## config.mk

```make
export PLATFORM = sky130hd
export DESIGN_NAME = tlb_lookup_flat
export DESIGN_NICKNAME = d
export VERILOG_FILES = /design/src/rtl/tlb_lookup_if.sv /design/src/rtl/tlb_lookup.sv /design/src/flat_wrapper.sv
export SDC_FILE = /design/constraint.sdc
export NUM_CORES = 1
export LEC_CHECK = 0
export ABC_AREA = 0
export BUFFER_PORTS_ARGS = -buffer_cell sky130_fd_sc_hd__buf_2
export CORE_MARGIN = 4
export CORE_UTILIZATION = 55
export DETAILED_ROUTE_END_ITERATION = 7
export HOLD_SLACK_MARGIN = 0.08
export PLACE_DENSITY = 0.83
export SETUP_SLACK_MARGIN = 0.02
export SLEW_MARGIN = 20
export SYNTH_ARGS = -nofsm -noshare
export SYNTH_HDL_FRONTEND = slang
export SYNTH_SLANG_ARGS = --single-unit
```

## constraint.sdc

```tcl
create_clock -name clk -period 5.9 [get_ports clk]
set_clock_uncertainty 0.2 [all_clocks]
set_input_delay 0.885 -clock clk [delete_from_list [all_inputs] [get_ports clk]]
set_output_delay 0.885 -clock clk [all_outputs]
set_load 0.02 [all_outputs]
```

## src/rtl/tlb_lookup_if.sv

```systemverilog
// Lookup, response, fill and flush signals of the data TLB.
// master = address-generation / page-walker side, slave = the TLB.
interface tlb_lookup_if #(
    parameter int VPN_W = 20,
    parameter int PPN_W = 20
);
    logic             req_valid;
    logic             req_ready;
    logic [31:0]      req_vaddr;
    logic             req_write;
    logic             resp_valid;
    logic             resp_ready;
    logic [31:0]      resp_paddr;
    logic             resp_hit;
    logic             resp_fault;
    logic             fill_valid;
    logic [VPN_W-1:0] fill_vpn;
    logic [PPN_W-1:0] fill_ppn;
    logic             fill_writable;
    logic             flush;

    modport master (
        output req_valid, req_vaddr, req_write, resp_ready,
        output fill_valid, fill_vpn, fill_ppn, fill_writable, flush,
        input  req_ready, resp_valid, resp_paddr, resp_hit, resp_fault
    );

    modport slave (
        input  req_valid, req_vaddr, req_write, resp_ready,
        input  fill_valid, fill_vpn, fill_ppn, fill_writable, flush,
        output req_ready, resp_valid, resp_paddr, resp_hit, resp_fault
    );
endinterface

```

## src/rtl/tlb_lookup.sv

```systemverilog
// Fully associative data TLB, 4 KB pages, one-cycle registered lookup.
// Round-robin refill through the fill port, flush invalidates everything.
module tlb_lookup #(
    parameter int ENTRIES = 8,
    parameter int VPN_W   = 20,
    parameter int PPN_W   = 20
) (
    input  logic         clk,
    input  logic         rst,
    tlb_lookup_if.slave  bus
);
    localparam int IDX_W = (ENTRIES > 1) ? $clog2(ENTRIES) : 1;
    localparam logic [IDX_W-1:0] LAST = IDX_W'(ENTRIES - 1);

    logic [ENTRIES-1:0] valid_q;
    logic [ENTRIES-1:0] wr_q;
    logic [VPN_W-1:0]   vpn_q [ENTRIES];
    logic [PPN_W-1:0]   ppn_q [ENTRIES];
    logic [IDX_W-1:0]   ptr_q;

    logic [VPN_W-1:0]   req_vpn;
    logic [ENTRIES-1:0] lk_hit;
    logic [ENTRIES-1:0] fl_hit;
    logic [ENTRIES-1:0] fill_we;
    logic [PPN_W-1:0]   lk_ppn;
    logic               lk_wr;
    logic               lk_any;
    logic               accept;
    logic               fill_en;
    logic               fill_new;

    logic               resp_valid_q;
    logic               resp_hit_q;
    logic               resp_fault_q;
    logic [31:0]        resp_paddr_q;

    assign req_vpn  = bus.req_vaddr[31 -: VPN_W];
    assign lk_any   = |lk_hit;
    assign fill_en  = bus.fill_valid & ~bus.flush;
    assign fill_new = fill_en & ~(|fl_hit);

    // No skid buffer: a new request fits only if the response slot frees
    assign bus.req_ready = ~resp_valid_q | bus.resp_ready;
    assign accept        = bus.req_valid & bus.req_ready;

    assign bus.resp_valid = resp_valid_q;
    assign bus.resp_hit   = resp_hit_q;
    assign bus.resp_fault = resp_fault_q;
    assign bus.resp_paddr = resp_paddr_q;

    // Parallel tag compare for the lookup and for the fill port
    always_comb begin
        lk_hit = '0;
        fl_hit = '0;
        for (int i = 0; i < ENTRIES; i++) begin
            lk_hit[i] = valid_q[i] && (vpn_q[i] == req_vpn);
            fl_hit[i] = valid_q[i] && (vpn_q[i] == bus.fill_vpn);
        end
    end

    // At most one entry matches, so an OR of the gated entries selects it
    always_comb begin
        lk_ppn = '0;
        lk_wr  = 1'b0;
        for (int i = 0; i < ENTRIES; i++) begin
            if (lk_hit[i]) begin
                lk_ppn = lk_ppn | ppn_q[i];
                lk_wr  = lk_wr | wr_q[i];
            end
        end
    end

    // Fill rewrites a matching entry in place, else the round-robin victim
    always_comb begin
        fill_we = '0;
        if (fill_en) begin
            if (|fl_hit) begin
                fill_we = fl_hit;
            end else begin
                fill_we[ptr_q] = 1'b1;
            end
        end
    end

    // Tag and data arrays; contents are qualified by valid_q, so no reset
    always_ff @(posedge clk) begin
        for (int i = 0; i < ENTRIES; i++) begin
            if (fill_we[i]) begin
                vpn_q[i] <= bus.fill_vpn;
                ppn_q[i] <= bus.fill_ppn;
                wr_q[i]  <= bus.fill_writable;
            end
        end
    end

    // Valid bits and replacement pointer; flush beats a same-cycle fill
    always_ff @(posedge clk or posedge rst) begin
        if (rst) begin
            valid_q <= '0;
            ptr_q   <= '0;
        end else if (bus.flush) begin
            valid_q <= '0;
            ptr_q   <= '0;
        end else if (fill_en) begin
            valid_q <= valid_q | fill_we;
            if (fill_new) begin
                ptr_q <= (ptr_q == LAST) ? '0 : ptr_q + IDX_W'(1);
            end
        end
    end

    // Response register: loads on accept, holds until consumed
    always_ff @(posedge clk or posedge rst) begin
        if (rst) begin
            resp_valid_q <= 1'b0;
            resp_hit_q   <= 1'b0;
            resp_fault_q <= 1'b0;
            resp_paddr_q <= '0;
        end else if (accept) begin
            resp_valid_q <= 1'b1;
            resp_hit_q   <= lk_any;
            resp_fault_q <= lk_any & bus.req_write & ~lk_wr;
            resp_paddr_q <= lk_any ? 32'({lk_ppn, bus.req_vaddr[11:0]})
                                   : 32'd0;
        end else if (bus.resp_ready) begin
            resp_valid_q <= 1'b0;
        end
    end
endmodule
```

## src/flat_wrapper.sv

```systemverilog
// flat-port wrapper written by rule: the top's interface ports become plain ports
module tlb_lookup_flat 
#(
    parameter int ENTRIES = 8,
    parameter int VPN_W   = 20,
    parameter int PPN_W   = 20
)
  (clk, rst, bus_req_valid, bus_req_vaddr, bus_req_write, bus_resp_ready, bus_fill_valid, bus_fill_vpn, bus_fill_ppn, bus_fill_writable, bus_flush, bus_req_ready, bus_resp_valid, bus_resp_paddr, bus_resp_hit, bus_resp_fault);
  tlb_lookup_if #(.VPN_W(VPN_W), .PPN_W(PPN_W)) bus_i ();
  input  logic clk;
  input  logic rst;
  input wire logic [$bits(bus_i.req_valid)-1:0] bus_req_valid;
  input wire logic [$bits(bus_i.req_vaddr)-1:0] bus_req_vaddr;
  input wire logic [$bits(bus_i.req_write)-1:0] bus_req_write;
  input wire logic [$bits(bus_i.resp_ready)-1:0] bus_resp_ready;
  input wire logic [$bits(bus_i.fill_valid)-1:0] bus_fill_valid;
  input wire logic [$bits(bus_i.fill_vpn)-1:0] bus_fill_vpn;
  input wire logic [$bits(bus_i.fill_ppn)-1:0] bus_fill_ppn;
  input wire logic [$bits(bus_i.fill_writable)-1:0] bus_fill_writable;
  input wire logic [$bits(bus_i.flush)-1:0] bus_flush;
  output wire logic [$bits(bus_i.req_ready)-1:0] bus_req_ready;
  output wire logic [$bits(bus_i.resp_valid)-1:0] bus_resp_valid;
  output wire logic [$bits(bus_i.resp_paddr)-1:0] bus_resp_paddr;
  output wire logic [$bits(bus_i.resp_hit)-1:0] bus_resp_hit;
  output wire logic [$bits(bus_i.resp_fault)-1:0] bus_resp_fault;
  assign bus_i.req_valid = bus_req_valid;
  assign bus_i.req_vaddr = bus_req_vaddr;
  assign bus_i.req_write = bus_req_write;
  assign bus_i.resp_ready = bus_resp_ready;
  assign bus_i.fill_valid = bus_fill_valid;
  assign bus_i.fill_vpn = bus_fill_vpn;
  assign bus_i.fill_ppn = bus_fill_ppn;
  assign bus_i.fill_writable = bus_fill_writable;
  assign bus_i.flush = bus_flush;
  assign bus_req_ready = bus_i.req_ready;
  assign bus_resp_valid = bus_i.resp_valid;
  assign bus_resp_paddr = bus_i.resp_paddr;
  assign bus_resp_hit = bus_i.resp_hit;
  assign bus_resp_fault = bus_i.resp_fault;
  tlb_lookup #(.ENTRIES(ENTRIES), .VPN_W(VPN_W), .PPN_W(PPN_W)) u_core (.clk(clk), .rst(rst), .bus(bus_i));
endmodule
```

; ---- Word level (Yosys, flattened, before mapping)
; Memory sizes are Yosys's and may differ from the RTL's.
; Cells that the tools add are included.
[word_totals]
regBits = 54
ramBits = 320
input_bits = 80
out_inout_bits = 36
memories = 2
[op_classes]
addsub = 1
magnitude_cmp = 2
n_eq_ne = 17
mux = 45
bitwise_logic = 25
reduce_logical = 23
[memory_table]
columns = memory, depth, word_bits, rd, rd_ports_with_merged_regs, write_ports, line
row1 = u_core.ppn_q, 8, 20, 8, 0, 8, tlb_lookup.sv:18  ; logic [PPN_W-1:0] ppn_q [ENTRIES];
row2 = u_core.vpn_q, 8, 20, 8, 0, 8, tlb_lookup.sv:17  ; logic [VPN_W-1:0] vpn_q [ENTRIES];
[op_table]
columns = op, count
row1 = equality test 20 bit, 16
row2 = two-way mux 20 bit, 8
row3 = OR 20 bit, 7
row4 = two-way mux 32 bit, 1
row5 = two-way mux 8 bit, 4
row6 = two-way mux 1 bit, 27
row7 = logical AND 1 bit, 17
row8 = OR reduction 8 bit, 2
row9 = two-way mux 3 bit, 4
row10 = OR 1 bit, 8
row11 = OR 8 bit, 1
row12 = nonzero test 2 bit, 3
row13 = bitwise AND 1 bit, 5
row14 = "< comparator 3 x 4 -> 1 bit, second input constant", 1
row15 = NOT 1 bit, 4
row16 = "adder 3 x 1 -> 3 bit, second input constant", 1
row17 = demux 1 bit (select 3 bit), 1
row18 = "equality test 3 bit, second input constant", 1
row19 = ">= comparator 3 x 1 -> 1 bit, second input constant", 1
row20 = AND reduction 2 bit, 1

; ---- Longest topological paths before layout
; Gate-level depths: netlist (run 1).
[logic_depth]
depth_word = 19
ltp_mapped = 10

; ---- Worst setup path before layout (run 1)
; No wires, ideal clock.
[synth_timing]
path_type = input port to flip-flop
start = input port bus_fill_vpn[0]
end = memory u_core.ppn_q[5][0] (netlist: u_core.ppn_q[1][20]), enable pin
t_arrival_ps = 4162
required_time_ps = 5247
path_slack_ps = 1085
stages = 9
path_buffers = 2
cell_sequence = buf_2 -> xor2_1 -> or2_2 -> nor3b_1 -> nand3_1 -> and4_1 -> clkbuf_1 -> nand4_1 -> a21oi_1
[synth_lines]
columns = item, line
row1 = "start, declared", flat_wrapper.sv:17  ; input wire logic [$bits(bus_i.fill_vpn)-1:0] bus_fill_vpn;
row2 = "end, declared", tlb_lookup.sv:18

; ---- Final worst setup path (run 1)
[layout_timing]
start = input port bus_req_vaddr[30]
end = register u_core.resp_paddr_q[24] (netlist: u_core.bus.resp_paddr[24])
[layout_via]
elab_chain_cells = 18
word_cells_on_any_way = 33
cone_classes = eq/ne (8) / mux (9) / bitwise (7) / reduce/logical (9)
[layout_lines]
columns = item, line
row1 = "start, declared", flat_wrapper.sv:13  ; input wire logic [$bits(bus_i.req_vaddr)-1:0] bus_req_vaddr;
row2 = equality test 20 bit, tlb_lookup.sv:56  ; lk_hit[i] = valid_q[i] && (vpn_q[i] == req_vpn);
row3 = logical AND 1 bit, tlb_lookup.sv:56
row4 = two-way mux 20 bit, tlb_lookup.sv:66  ; if (lk_hit[i]) begin
row5 = OR 20 bit, tlb_lookup.sv:67  ; lk_ppn = lk_ppn | ppn_q[i];
row6 = two-way mux 20 bit, tlb_lookup.sv:66
row7 = OR 20 bit, tlb_lookup.sv:67
row8 = two-way mux 20 bit, tlb_lookup.sv:66
row9 = OR 20 bit, tlb_lookup.sv:67
row10 = [... 2 more ...], --
row11 = two-way mux 20 bit, tlb_lookup.sv:66
row12 = OR 20 bit, tlb_lookup.sv:67
row13 = two-way mux 20 bit, tlb_lookup.sv:66
row14 = OR 20 bit, tlb_lookup.sv:67
row15 = two-way mux 20 bit, tlb_lookup.sv:66
row16 = OR 20 bit, tlb_lookup.sv:67
row17 = two-way mux 20 bit, tlb_lookup.sv:66
row18 = two-way mux 32 bit (*), tlb_lookup.sv:123  ; resp_paddr_q <= lk_any ? 32'({lk_ppn, bus.req_vaddr[11:0]})
row19 = "end signal, assigned", tlb_lookup.sv:123
row20 = "end, declared", tlb_lookup.sv:35  ; logic [31:0] resp_paddr_q;
; Every way passes the cells marked *; elsewhere a longest branch is shown, timed or not.
; A chain may end at the register's enable or synchronous reset.

==> impl_metrics.yaml, run 1 <==
run_status:
  status: "finished, final reports clean"
worst_hold_path:
  hp-class: "reg -> reg"
  hold_path_depth: 2
  startpoint_of_the_worst_hold_path: "u_core.bus.resp_hit$_DFFE_PP0P_"
run:
  max_cap_viol_count: 0
route:
  via_count: 11510
  dr_iter_0_viols: 1570
  drt-total-wl_um: 48240
  post-route-drc-count: 0
  drt-wirelength-per-cell_um: 27.68
  antenna_left: 0
  drt-vias-per-instance: 6.603
  first_pass_iters: 5
global_route:
  global_route_wire_length_before_repair_um: 71550
  grt-ovfl-total: 0
  number_of_antenna_violations_at_the_first_check_in_global_routing: 2
  grt_pass1_vias: 11340
  global_route.usage.total: 0.2810
  grt_max_degree: 47
synthesis:
  post_synth_fa_ha_maj_area_fraction: 0.001457
  syn-mean-instance-area_sq_um: 14.16
  synth_enable_flop_cells: 328
  synth_fp_nets: 1295
  ys_seq_elements: 374
  synth_top_cells_by_area: "edfxtp_1, xnor2_1, dfrtp_1"
  largest_family_of_logic_cells_by_synthesized_area: "XOR/XNOR gates"
  async_reset_ff_frac: 0.1230
  synth-xor-area-share: 0.1632
  synth.yosys.seq_area_share: 0.6406
  synthFlopType: "edfxtp_1"
  synthDominantCellAreaShare: 0.5736
  synth_cells: 1213
  synth_compound_gate_area_share: 0.05173
  muxShareOfSynthArea: 0.0006557
  synthesis.area_sq_um: 17170
  synthDominantAreaCellType: "edfxtp_1"
  simple_gate_share_of_the_synthesized_area: 0.1143
  yosys.cell_types.count: 46
  yosysWarnings: 0
critical_path:
  worst_ep_required_time_ns: 6.15
  setup.worst_path.end_class: "register"
  critical_path.endpoint: "u_core.bus.resp_paddr[24]$_DFFE_PP0P_"
  worstRegToRegCells: 7
  cp-start-kind: "input port"
  critical_path_class: "in -> reg"
  timing.critical_path.fanout_max: 25
  crit-reg2reg-capture: "u_core.bus.resp_paddr[24]$_DFFE_PP0P_"
  ff2ff_setup_slack_ns: 1.85
  timing.critical_path.from: "bus_req_vaddr[30]"
  crit-reg2reg-launch: "u_core.vpn_q[1][78]$_DFFE_PP_"
  worst-endpoint-arrival_ns: 4.45
layout:
  post-route-util: 0.6269
  flow.area_growth_from_synthesis_pct: 11.96
  filler_cell_count: 2159
  mostFrequentLayoutCell: "edfxtp_1"
  mostFrequentLayoutCells: "edfxtp_1, xnor2_1, buf_2"
  post_route_cells_drive_above_1_share: 0.1545
  post_layout_net_count: 1400
floorplan:
  start_util: 0.5599
  die_w_um: 184.7
  fp-row-count: 64
  die_height_um: 184.7
  die_area_sq_um: 34110
  pin_count: 116
  core_area_sq_um: 30670
sta:
  timing.slew.headroom: 0.3255
  report.final.slew_viol_count: 0
  finalCritPeriodShare: 0.7121
  fin_tns_setup_ns: 0
  actual_slew_at_the_worst_max_slew_pin_ns: 1.010
  finalHoldViolCount: 0
  rsz0062_at_grt: "false"
  setup_viol: 0
  fin_crit_ns: 4.201
  max_freq_mhz: 238.0
cts:
  cts_sinks: 374
  cts_max_path_buffers: 3
  clk_pin_slew_worst_paths_ns: 0.06
  numCtsBuffers: 39
  worstSkewPairLatency_ns: 0.53
  cts_hold_buffers: 0
  htree_levels: 2
  post-cts-setup-buffers: 0
  post_cts.resized_instances: 0
  cts.root.buffer_cell: "clkbuf_16"
  cts_tree: "yes"
power_and_ir_drop:
  vdd_ir_drop_max_mv: 0.2388
  leakage_nw: 6.452
  design_power_total_mw: 5.588
  power_density_nw_per_um2: 290.6
placement:
  routabilityCongestion: 1.004
  place.port_buffers: 115
  hpwlAfterDp_um: 31080
-- cells in the mapped netlist, types with 2 or more instances --
cell,n
buf_6,7
xnor2_1,265
nor3_1,14
o21ai_1,8
nand3b_1,2
nor4_1,27
or2_2,5
nor4_2,4
and2_1,6
nand2b_1,3
nor3_2,2
nor3b_1,5
o22ai_1,5
a22o_1,39
o32ai_1,3
a21oi_1,9
a2111oi_0,13
nor4_4,5
a22oi_1,28
nor2b_1,2
ha_1,2
or4_1,3
edfxtp_1,328
buf_2,25
nand4_1,100
buf_4,23
nand4b_1,3
clkbuf_1,16
dfrtp_1,46
inv_1,12
nand2_1,16
nor2_1,8
and3_1,40
nand3_1,73
xor2_1,55
-- critical path, cell delays in order --
cell and delay (ns):
buf_2 0.24, xnor2_1 0.42, nand4_1 0.25, nor4_4 0.75, and2_1 0.74, nor4_2 0.22
a21oi_4 0.66, a22o_1 0.25
-- metal layers --
metal / routed length (um) / GRT usage / part of all wire
met5: 7 / 0 / 0.00015
met4: 2110 / 0.1122 / 0.044
met3: 6084 / 0.07519 / 0.13
met2: 21540 / 0.4197 / 0.45
met1: 18500 / 0.3967 / 0.38
-- through the flow --
stage	instances	hold WS, ns	instance area, sq um	setup WS, ns
6_report	1743	0.2713	19230	1.699
5_1_grt	1743	0.3151	19230	1.561
4_1_cts	1742	0.2773	19220	1.780
3_5_place_dp	1673	0.2628	18070	1.263
3_3_place_gp	1673	0.2564	18070	1.481
2_1_floorplan	1213	0.3112	17170	1.085
-- flip-flops by register name, indices dropped and copies added (netlist names) --
| name | cells |
|---|---|
| u_core.wr_q | 8 |
| u_core.bus.resp_paddr | 32 |
| u_core.bus.resp_fault | 1 |
| u_core.ptr_q | 3 |
| u_core.vpn_q | 160 |
| u_core.ppn_q | 160 |
| u_core.bus.resp_hit | 1 |
| u_core.valid_q | 8 |
| u_core.bus.resp_valid | 1 |
-- power by group --
part           switching, mW  leakage, nW  internal, mW
logic                  0.256         2.29         0.119
registers             0.0228         3.60          2.92
clock network          0.986        0.561          1.28
total                   1.26         6.45          4.32
-- area by class of cell --
| type | instances | area [sq um] | area share |
|---|---|---|---|
| Inverter | 12 | 46.29 | 0.002408 |
| Antenna cell | 1 | 2.502 | 0.0001301 |
| Tap cell | 396 | 495.5 | 0.02577 |
| Sequential cell | 374 | 11000 | 0.5721 |
| Clock inverter | 19 | 120.1 | 0.006247 |
| Multi-Input combinational cell | 756 | 5787 | 0.3010 |
| Timing Repair Buffer | 135 | 738.2 | 0.03839 |
| Clock buffer | 50 | 1037 | 0.05395 |
-- worst min-delay path by stage --
stage | end
finish | u_core.bus.resp_hit$_DFFE_PP0P_
global route | u_core.bus.resp_hit$_DFFE_PP0P_
CTS | u_core.bus.resp_hit$_DFFE_PP0P_
detailed placement | u_core.bus.resp_hit$_DFFE_PP0P_
global placement | u_core.bus.resp_hit$_DFFE_PP0P_
floorplan | u_core.bus.resp_fault$_DFFE_PP0P_
-- cells by family (layout without fill, tap and decap cells) --
| family | after synthesis | after routing |
|---|---|---|
| flip-flops | 374 | 374 |
| adder cells (fa/ha/maj) | 2 | 2 |
| buffers and inverters | 83 | 216 |
| XOR/XNOR | 320 | 320 |
| multiplexers | 1 | 1 |
| AND/OR/NAND/NOR | 320 | 320 |
| AO/OA/AOI/OAI | 113 | 113 |
| other | 0 | 1 |
No activity file was read; power rests on OpenSTA's default activity.
==> inputs of run 2 (changes only) <==
clock period = 3.89 ns   (was 5.9 ns; I/O delays follow)
==> impl_metrics.yaml, run 2 (synthesis gave the netlist of run 1 again) <==
run_status:
  status: "finished, final reports clean"
global_route:
  grt_pass1_vias: 11670
  grt_max_degree: 47
  grt-ovfl-total: 0
  number_of_antenna_violations_at_the_first_check_in_global_routing: 2
  global_route.usage.total: 0.2915
  global_route_wire_length_before_repair_um: 73920
critical_path:
  critical_path_class: "reg -> reg"
  ff2ff_setup_slack_ns: 0.61
  critical_path.endpoint: "u_core.bus.resp_paddr[5]$_DFFE_PP0P_"
  cp-start-kind: "register"
  setup.worst_path.end_class: "register"
  worst_path_largest_cell_delay_ns: 0.66
  worstRegToRegCells: 8
  timing.critical_path.fanout_max: 25
  crit-reg2reg-capture: "u_core.bus.resp_paddr[5]$_DFFE_PP0P_"
  worst_ep_required_time_ns: 4.15
  crit-reg2reg-launch: "u_core.vpn_q[1][26]$_DFFE_PP_"
  crit_chain: "xnor2_1 -> nand4_1 -> nor4_4 -> and2_1 -> nor4_2 -> a21oi_4 -> buf_4 -> a22o_1"
  worst-endpoint-arrival_ns: 3.54
  highest_delay_cell_along_the_critical_path: "nor4_4"
  timing.critical_path.from: "u_core.vpn_q[1][26]$_DFFE_PP_"
floorplan:
  die_height_um: 184.7
  fp-row-count: 64
  die_w_um: 184.7
  pin_count: 116
  core_area_sq_um: 30670
  die_area_sq_um: 34110
  start_util: 0.5599
route:
  drt-total-wl_um: 50540
  drt-vias-per-instance: 6.521
  drt-wirelength-per-cell_um: 27.95
  dr_wl_met3_um: 6634
  met2_wirelength_um: 23200
  dr_iter_0_viols: 1510
  met1Wirelength_um: 18940
  via_count: 11790
  first_pass_iters: 6
  dr.max_layer_used: "met5"
  post-route-drc-count: 0
  antenna_left: 0
cts:
  cts_tree: "yes"
  cts_sinks: 374
  numCtsBuffers: 40
  post-cts-setup-buffers: 0
  cts.root.buffer_cell: "clkbuf_16"
  cts_max_path_buffers: 3
  post_cts.resized_instances: 0
  worstSkewPairLatency_ns: 0.54
  cts_hold_buffers: 9
  clk_pin_slew_worst_paths_ns: 0.06
  htree_levels: 2
sta:
  report.final.slew_viol_count: 0
  actual_slew_at_the_worst_max_slew_pin_ns: 0.9256
  setup_viol: 0
  max_freq_mhz: 304.5
  finalHoldViolCount: 0
  rsz0062_at_grt: "false"
  fin_tns_setup_ns: 0
  fin_crit_ns: 3.284
  finalCritPeriodShare: 0.8442
  timing.slew.headroom: 0.3829
layout:
  flow.area_growth_from_synthesis_pct: 16.93
  post_route_cells_drive_above_1_share: 0.1948
  mostFrequentLayoutCells: "edfxtp_1, xnor2_1, buf_2"
  post_layout_net_count: 1462
  mostFrequentLayoutCell: "edfxtp_1"
  n_diodes: 0
  post-route-util: 0.6547
  filler_cell_count: 2103
power_and_ir_drop:
  vdd_ir_drop_max_mv: 0.3326
  power_density_nw_per_um2: 451.2
  leakage_nw: 6.902
placement:
  place.port_buffers: 115
  hpwlAfterDp_um: 33660
  routabilityCongestion: 0.9710
run:
  max_cap_viol_count: 0
worst_hold_path:
  hp-class: "in -> reg"
run 2: cell type report:
| type | instances | area (sq um) | area share |
|---|---|---|---|
| Clock buffer | 58 | 1150 | 0.05727 |
| Tap cell | 396 | 495.5 | 0.02468 |
| Sequential cell | 374 | 11000 | 0.5479 |
| Timing Repair Buffer | 196 | 1384 | 0.06892 |
| Inverter | 12 | 46.29 | 0.002306 |
| Multi-Input combinational cell | 756 | 5787 | 0.2882 |
| Clock inverter | 16 | 216.5 | 0.01078 |
run 2: worst max-delay path, delay by kind of cell, from the launching register on:
kind	cells	cell delay, ns
and+or+nand+nor	4	1.59
DFF	1	0.43
AOI/OAI and AO/OA	2	0.40
buffers and inverters	1	0.35
xor gates and xnor gates	1	0.20
run 2: worst min-delay path by stage:
stage | startpoint | endpoint | slack [ns] | cells after the start
final | bus_req_vaddr[8] | u_core.bus.resp_paddr[8]$_DFFE_PP0P_ | 0.08 | 2
after floorplan | u_core.wr_q[7]$_DFFE_PP_ | u_core.bus.resp_fault$_DFFE_PP0P_ | 0.31 | 3
after detailed placement | u_core.bus.resp_hit$_DFFE_PP0P_ | u_core.bus.resp_hit$_DFFE_PP0P_ | 0.26 | 2
after global routing | bus_req_vaddr[8] | u_core.bus.resp_paddr[8]$_DFFE_PP0P_ | 0.08 | 2
after CTS | bus_req_vaddr[11] | u_core.bus.resp_paddr[11]$_DFFE_PP0P_ | 0.08 | 2
after global placement | u_core.bus.resp_hit$_DFFE_PP0P_ | u_core.bus.resp_hit$_DFFE_PP0P_ | 0.25 | 2
run 2: through the flow:
stage	cells	power [mW]	setup WS [ns]	hold WS [ns]	area, sq um
6_report	1808	9.060	0.6059	0.08436	20080
3_5_place_dp	1724	5.146	0.3077	0.2584	18610
3_3_place_gp	1724	5.133	0.3065	0.2542	18610
4_1_cts	1807	9.065	0.7008	0.08246	20070
5_1_grt	1808	9.304	0.4999	0.08329	20080
2_1_floorplan	1213	4.887	0.2676	0.3112	17200
run 2: per-layer routing:
| metal | GRT usage | vias to the layer above |
|---|---|---|
| met4 | 0.09894 | 4 |
| li1 | - | 4935 |
| met2 | 0.4518 | 911 |
| met3 | 0.07085 | 133 |
| met5 | 0 | - |
| met1 | 0.4091 | 5807 |
run 2: where the power goes:
| group | total, mW | internal, mW | leakage [nW] | switching, mW |
|---|---|---|---|---|
| Combinational | 0.632 | 0.224 | 2.63 | 0.408 |
| Sequential | 4.46 | 4.43 | 3.60 | 0.0327 |
| Clock | 3.97 | 2.39 | 0.668 | 1.57 |
